### src/rtl/reorder_buffer.sv
// Reorder buffer: circular queue of in-flight instructions that retires results
// in program order and raises a one-cycle registered flush on a bad commit.
//
// Ports:
//   clk, rst        - clock; asynchronous active-high reset
//   alloc_*         - dispatch side: request, payload, ready, index of tail entry
//   wb_*            - execute writeback: entry index, value, mispredict, exception
//   commit_*        - retirement of the head entry (combinational)
//   flush           - registered pipeline flush, high for exactly one cycle
//   empty           - no occupied entries
module reorder_buffer #(
   parameter int DEPTH  = 16,
   parameter int PREG_W = 6,
   parameter int AREG_W = 5
) (
   input  logic                     clk,
   input  logic                     rst,
   input  logic                     alloc_valid,
   input  logic [AREG_W-1:0]        alloc_areg,
   input  logic [PREG_W-1:0]        alloc_preg,
   input  logic [PREG_W-1:0]        alloc_old_preg,
   output logic                     alloc_ready,
   output logic [$clog2(DEPTH)-1:0] alloc_idx,
   input  logic                     wb_valid,
   input  logic [$clog2(DEPTH)-1:0] wb_idx,
   input  logic [31:0]              wb_val,
   input  logic                     wb_mispred,
   input  logic                     wb_exception,
   output logic                     commit_valid,
   output logic [AREG_W-1:0]        commit_areg,
   output logic [PREG_W-1:0]        commit_preg,
   output logic [PREG_W-1:0]        commit_old_preg,
   output logic [31:0]              commit_val,
   output logic                     flush,
   output logic                     empty
);

   localparam int IDX_W = $clog2(DEPTH);
   localparam int CNT_W = IDX_W + 1;
   localparam logic [CNT_W-1:0] CNT_FULL = CNT_W'(DEPTH);

   logic [IDX_W-1:0] head_q, head_d;
   logic [IDX_W-1:0] tail_q, tail_d;
   logic [CNT_W-1:0] count_q, count_d;
   logic             flush_q, flush_d;

   logic [DEPTH-1:0] valid_q, valid_d;
   logic [DEPTH-1:0] done_q, done_d;
   logic [DEPTH-1:0] mispred_q, mispred_d;
   logic [DEPTH-1:0] exc_q, exc_d;

   logic [AREG_W-1:0] areg_q [DEPTH];
   logic [AREG_W-1:0] areg_d [DEPTH];
   logic [PREG_W-1:0] preg_q [DEPTH];
   logic [PREG_W-1:0] preg_d [DEPTH];
   logic [PREG_W-1:0] old_preg_q [DEPTH];
   logic [PREG_W-1:0] old_preg_d [DEPTH];
   logic [31:0]       val_q [DEPTH];
   logic [31:0]       val_d [DEPTH];

   logic do_alloc;
   logic do_wb;

   assign alloc_ready = (count_q != CNT_FULL) && !flush_q;
   assign alloc_idx   = tail_q;
   assign empty       = (count_q == '0);
   assign flush       = flush_q;

   // Commit looks only at registered done, so a writeback to the head
   // becomes visible to retirement one cycle later.
   assign commit_valid    = valid_q[head_q] && done_q[head_q] && !flush_q;
   assign commit_areg     = areg_q[head_q];
   assign commit_preg     = preg_q[head_q];
   assign commit_old_preg = old_preg_q[head_q];
   assign commit_val      = val_q[head_q];

   assign do_alloc = alloc_valid && alloc_ready;
   assign do_wb    = wb_valid && valid_q[wb_idx] && !flush_q;

   always_comb begin
      head_d     = head_q;
      tail_d     = tail_q;
      count_d    = count_q;
      flush_d    = 1'b0;
      valid_d    = valid_q;
      done_d     = done_q;
      mispred_d  = mispred_q;
      exc_d      = exc_q;
      areg_d     = areg_q;
      preg_d     = preg_q;
      old_preg_d = old_preg_q;
      val_d      = val_q;

      if (flush_q) begin
         head_d    = '0;
         tail_d    = '0;
         count_d   = '0;
         valid_d   = '0;
         done_d    = '0;
         mispred_d = '0;
         exc_d     = '0;
      end else begin
         if (do_wb) begin
            done_d[wb_idx]    = 1'b1;
            val_d[wb_idx]     = wb_val;
            mispred_d[wb_idx] = wb_mispred;
            exc_d[wb_idx]     = wb_exception;
         end

         if (commit_valid) begin
            valid_d[head_q] = 1'b0;
            head_d          = head_q + IDX_W'(1);
            flush_d         = mispred_q[head_q] | exc_q[head_q];
         end

         // Head and tail can only coincide when empty (no commit) or
         // full (no alloc), so these two writes never collide.
         if (do_alloc) begin
            valid_d[tail_q]    = 1'b1;
            done_d[tail_q]     = 1'b0;
            mispred_d[tail_q]  = 1'b0;
            exc_d[tail_q]      = 1'b0;
            areg_d[tail_q]     = alloc_areg;
            preg_d[tail_q]     = alloc_preg;
            old_preg_d[tail_q] = alloc_old_preg;
            tail_d             = tail_q + IDX_W'(1);
         end

         unique case ({do_alloc, commit_valid})
            2'b10:   count_d = count_q + CNT_W'(1);
            2'b01:   count_d = count_q - CNT_W'(1);
            default: count_d = count_q;
         endcase
      end
   end

   always_ff @(posedge clk or posedge rst) begin
      if (rst) begin
         head_q    <= '0;
         tail_q    <= '0;
         count_q   <= '0;
         flush_q   <= 1'b0;
         valid_q   <= '0;
         done_q    <= '0;
         mispred_q <= '0;
         exc_q     <= '0;
      end else begin
         head_q    <= head_d;
         tail_q    <= tail_d;
         count_q   <= count_d;
         flush_q   <= flush_d;
         valid_q   <= valid_d;
         done_q    <= done_d;
         mispred_q <= mispred_d;
         exc_q     <= exc_d;
      end
   end

   // Payload is qualified by the valid bits, so it carries no reset.
   always_ff @(posedge clk) begin
      areg_q     <= areg_d;
      preg_q     <= preg_d;
      old_preg_q <= old_preg_d;
      val_q      <= val_d;
   end

endmodule

### config.mk
export PLATFORM = sky130hd
export DESIGN_NAME = reorder_buffer
export DESIGN_NICKNAME = d
export VERILOG_FILES = /design/src/rtl/reorder_buffer.sv
export SDC_FILE = /design/constraint.sdc
export NUM_CORES = 1
export LEC_CHECK = 0
export ABC_AREA = 1
export BUFFER_PORTS_ARGS = -buffer_cell sky130_fd_sc_hd__buf_4
export CAP_MARGIN = 5
export CORE_MARGIN = 4
export CORE_UTILIZATION = 45
export DETAILED_ROUTE_END_ITERATION = 8
export PLACE_DENSITY = 0.64
export SLEW_MARGIN = 20
export SYNTH_ARGS = -nofsm -noshare
export SYNTH_HDL_FRONTEND = slang
export SYNTH_SLANG_ARGS = --single-unit
### constraint.sdc
create_clock -name clk -period 4.1 [get_ports clk]
set_input_delay 0 -clock clk [delete_from_list [all_inputs] [get_ports clk]]
set_output_delay 0 -clock clk [all_outputs]
set_load 0.01 [all_outputs]
### Yosys cells after proc, flatten, opt, wreduce, memory -nomap -nowiden

Cells that the tools add are included.

| operators by class | value |
|---|---|
| reductions and logical operators | 18 |
| mux-type cells | 64 |
| order comparisons | 11 |
| eq/ne operators | 3 |
| add/subtract/negate cells | 4 |
| bitwise operators | 13 |

Operator list:

| operator | number |
|---|---|
| 512-bit bitwise mux | 1 |
| 16-bit two-way mux | 16 |
| 96-bit bitwise mux | 2 |
| 32-bit binary-select mux with 4-bit select | 1 |
| 32-bit demux with 4-bit select | 1 |
| 32-bit two-way mux | 3 |
| 80-bit bitwise mux | 1 |
| 16-bit AND | 4 |
| 6-bit binary-select mux with 4-bit select | 2 |
| 16-bit bitwise mux | 2 |
| 16-bit inverter | 2 |
| 16-bit OR | 2 |
| 6-bit two-way mux | 5 |
| 6-bit demux with 4-bit select | 1 |
| 1-bit binary-select mux with 4-bit select | 5 |
| 5-bit binary-select mux with 4-bit select | 1 |
| 5-bit demux with 4-bit select | 1 |
| 5-bit two-way mux | 4 |
| 4-bit two-way mux | 4 |
| 5-bit greater-or-equal comparator, second input constant | 3 |
| 4-bit by 5-bit less-than comparator with 1-bit output, second input constant | 3 |
| 4-bit inverter with 5-bit output | 3 |
| 1-bit demux with 4-bit select | 3 |
| 4-bit by 1-bit greater-or-equal comparator with 1-bit output, second input constant | 3 |
| other kinds (17) | 40 |

| storage, ports and cells | value |
|---|---|
| word-level logic and storage cells | 185 |
| output and inout port bits | 57 |
| bits in registers | 862 |
| bits of input ports | 59 |

### Depth between registers and ports, before layout

| depth | value |
|---|---|
| depth in word-level cells | 11 |
| mapped depth | 21 |
| depth with buffers taken out | 19 |

### Worst setup path before layout

No wires, ideal clock.

| timing | value |
|---|---|
| path kind | register -> register |
| start | register head_q[0] |
| end | register count_q[4] |
| arrival | 2.360 ns |
| required time | 3.982 ns |
| period minus slack after synthesis | 2.478 ns |
| slack | 1.622 ns |
| stages on the path, launching flop included | 19 |
| path buffers | 2 |
| path through | dfrtp_1 -> buf_4 -> buf_2 -> nand2_1 -> nand3_1 -> nand2_1 -> nand2_1 -> nand2_1 -> inv_1 -> nand2_2 -> nand3_2 -> fa_1 -> o21ai_0 -> xor2_1 -> inv_1 -> nand3_1 -> nand2_1 -> nand3_1 -> nand2_1 |

| between the ends | value |
|---|---|
| longest elaborated chain between the ends | 7 |
| elaborated cells on any way between the ends | 11 |
| those cells by class | eq/ne: 2; mux: 6; reduce/logical: 3 |

RTL lines:

| element | line | source |
|---|---|---|
| start: declaration | 42 | `logic [IDX_W-1:0] head_q, head_d;` |
| start signal: assignment | 139 | `head_q <= '0;` |
| start signal: assignment | 148 | `head_q <= head_d;` |
| 1-bit binary-select mux with 4-bit select | 71 | `assign commit_valid = valid_q[head_q] && done_q[head_q] && !flush_q;` |
| 1-bit two-way mux (implied by the code) | 71 |  |
| 1-bit logical AND * (2 in a row) | 71 |  |
| 2-bit by 1-bit == test with 1-bit output or 2-bit == test (tied branches) | 129 | `unique case ({do_alloc, commit_valid})` |
| 5-bit one-hot mux with 2 select lines | 129 |  |
| 5-bit two-way mux | 94 | `if (flush_q) begin` |
| end signal: assignment | 150 | `count_q <= count_d;` |
| end: declaration | 44 | `logic [CNT_W-1:0] count_q, count_d;` |

Mark *: on every way between the ends. The rest lies on a longest branch, timed or not. The select of a mux whose other input is x is not followed.
A chain may end at the register's enable or synchronous reset.

### Final worst setup path

| timing | value |
|---|---|
| start | register head_q[0] |
| end | output port commit_areg[3] |

| between the ends | value |
|---|---|
| longest elaborated chain between the ends | 4 |

RTL lines:

| element | line | source |
|---|---|---|
| 4-bit inverter with 5-bit output (implied by the code) | 72 | `assign commit_areg = areg_q[head_q];` |
| 5-bit binary-select mux with 4-bit select | 72 |  |
| 5-bit two-way mux (implied by the code) (2 in a row) | 72 |  |
| end: declaration | 30 | `output logic [AREG_W-1:0] commit_areg,` |

Every way passes these cells. The select of a mux whose other input is x is not followed.

==> reports/metrics.csv <==
metric,value,unit
cp-end-kind,output port,
setup_viol,0,
vias,23362,
numPortBuffers,115,
yosys_warnings,0,
grt.busiest_layer,met2,
clock_sinks,862,
tightest_slew,1.03,ns
leakage,14.2,nW
fin_crit,3.84,ns
cts_tree,built,
hold_viol_final,0,
met1_usage,30.3,%
rsz0062_at_grt,no,
start_util,45.7,%
skew,0.0181,ns
top_level_ports,116,
report.final.slew_viol_count,0,
cts_buffer_depth,3,
worstHoldPathType,in -> async,
grt_pass1_vias,22753,
dp_slack,0.786,ns
rows,101,
syn_avg_cell_area,12.1,µm²
layout_common_cells,"784 x edfxtp_1, 466 x nor2_1, 409 x o21ai_0, 380 x nand2_1, 197 x o22ai_1",
drc,0,
place.gp.congestion,0.849,
fin_nets,3108,
drtIter0Drc,2746,
syn-instance-count,2881,
use_met2,34.4,%
drv_cap,0,
seq_area_frac_synth,73.1,%
ir_drop,0.436,mV
grt_util_met3,3.34,%
synth_cell_types,36,
start_kind,flop,
setup_ws,0.264,ns
criticalPathCategory,reg -> out,
stdcell_count,4136,
clkSlewWorstSetupHoldPaths,0.07,ns
post-dp-hpwl,48.3,mm
cp.arrival,3.84,ns
die_area,0.0820,mm²
wl_per_cell,21.7,µm
grt_overflow_total,0,
antenna_found_initial,4,
setup_tns,0,ns
dpl_cell_area,0.0369,mm²
multi_input_area,0.00813,mm²
floorplan.core_area,0.0763,mm²
die_width,286,µm
antenna_left,0,
syn_nets,2952,
p_per_area,670,mW/mm²
critPathLaunch,head_q[0],
htreeDepth,3,
grt_max_degree,289,
regArea,0.0255,mm²
fmax,0.261,GHz
die_h,286,µm
path_max_fanout,102,
syn_area,0.0349,mm²
outcome,finished clean,
wl,89.7,mm
routed_via_density,5.65,
cts-buffers-inserted,86,
final_area,0.0403,mm²
clkLatencyLatePin,0.64,ns
cp.required,4.10,ns
syn_to_final_growth,15.6,%
grt_usage,21.5,%
first_pass_iters,6,
dp_cells,3916,
cts-root-buf,clkbuf_16,
layout_commonest_cell,edfxtp_1,
post-route-period-util,93.6,%
ys_ff_latch,862,
grt_pass1_wl,136,mm
maxSlewHeadroom,31.1,%
r2r-start,head_q[0],
fillCellCount,6354,
drive_gt1_share,12.4,%
## kinds of logic (layout without fill, tap and decap cells)
logic type	count (synthesis)	in the layout	synth area share, %
other	0	2	0
buffers and inverters	331	554	3.75
AND/OR/NAND/NOR	995	995	11.8
flip-flops	862	862	73.1
AO/OA/AOI/OAI	677	677	10.8
XOR/XNOR	4	4	0.100
adder cells (fa/ha/maj)	12	12	0.452
## power breakdown
group          internal (mW)  switching (mW)
sequential              10.3           0.342
clock                   4.38            3.23
combinational           2.86            5.94
total                   17.5            9.52
## synth_stat cells, drive strengths merged
library cell / number / area [µm²]
edfxtp: 784 / 23500
nand2: 388 / 1490
buf: 47 / 239
dfrtp: 78 / 1950
fa: 1 / 20.0
o22ai: 197 / 1230
nand3: 59 / 413
ha: 11 / 138
xnor2: 1 / 8.76
o311ai: 8 / 70.1
xor2: 3 / 26.3
clkbuf: 126 / 474
nor3: 1 / 5.00
a31oi: 1 / 6.26
inv: 158 / 593
o21ai: 410 / 2050
nor2: 489 / 1860
a21boi: 16 / 120
and2: 1 / 6.26
a21oi: 45 / 270
nand4: 57 / 363
## per-layer routing
metal	vias to the layer above	wire length (µm)
li1	10616	-
met1	11577	38100
met2	998	42200
met3	167	6820
met4	4	2600
met5	-	14
## worst paths after layout
path                                       end  slack [ns]  depth (start not counted)
worst min-delay path              alloc_idx[3]        0.05                          3
worst min register to register     valid_q[12]        0.52                          2
worst max register to register      count_q[4]        0.80                         19
min in group clk                 mispred_q[14]        0.19                          4
max in group asynchronous            head_q[0]        2.98                          4
worst max-delay path            commit_areg[3]        0.26                          7
## through the flow
stage                     total power, mW  utilization (%)  hold WS (ns)
after floorplan                      16.1                -        0.0989
after global placement               19.3             48.4         0.168
after detailed placement             19.5             48.4         0.175
after CTS                            27.1             52.8        0.0587
after global routing                 28.5             52.8         0.110
final                                27.0             52.8        0.0458
## timing repair
action	in CTS	in global routing
setup endpoints to repair	0	7
hold endpoints to repair	864	0
setup buffers	0	0
hold buffers	62	0
gates resized for setup	0	3
## worst max-delay path, cell delays in order (launching register included)
cell     delay, ns
dfrtp_4       0.63
buf_4         0.86
buf_4         0.71
o21ai_0       0.20
o22ai_1       0.25
nand2_1       0.09
nand4_1       0.21
buf_4         0.16
## sequential cells by signal, summed over array words and instances (netlist names)
| name | flops |
|---|---|
| count_q | 5 |
| mispred_q | 16 |
| head_q | 4 |
| exc_q | 16 |
| areg_q | 80 |
| alloc_idx | 4 |
| preg_q | 96 |
| valid_q | 16 |
| done_q | 16 |
| flush | 1 |
| old_preg_q | 96 |
| val_q | 512 |
## final cells by class
class                      instances  share of cell area (%)
tap                             1030                    3.20
antenna                            2                  0.0124
multi-input combinational       1688                    20.2
clock buffer                     109                    5.73
timing repair buffer             241                    5.11
inverter                         158                    1.50
clock inverter                    46                    1.05
sequential                       862                    63.2
Power figures use the tool's default switching activity.
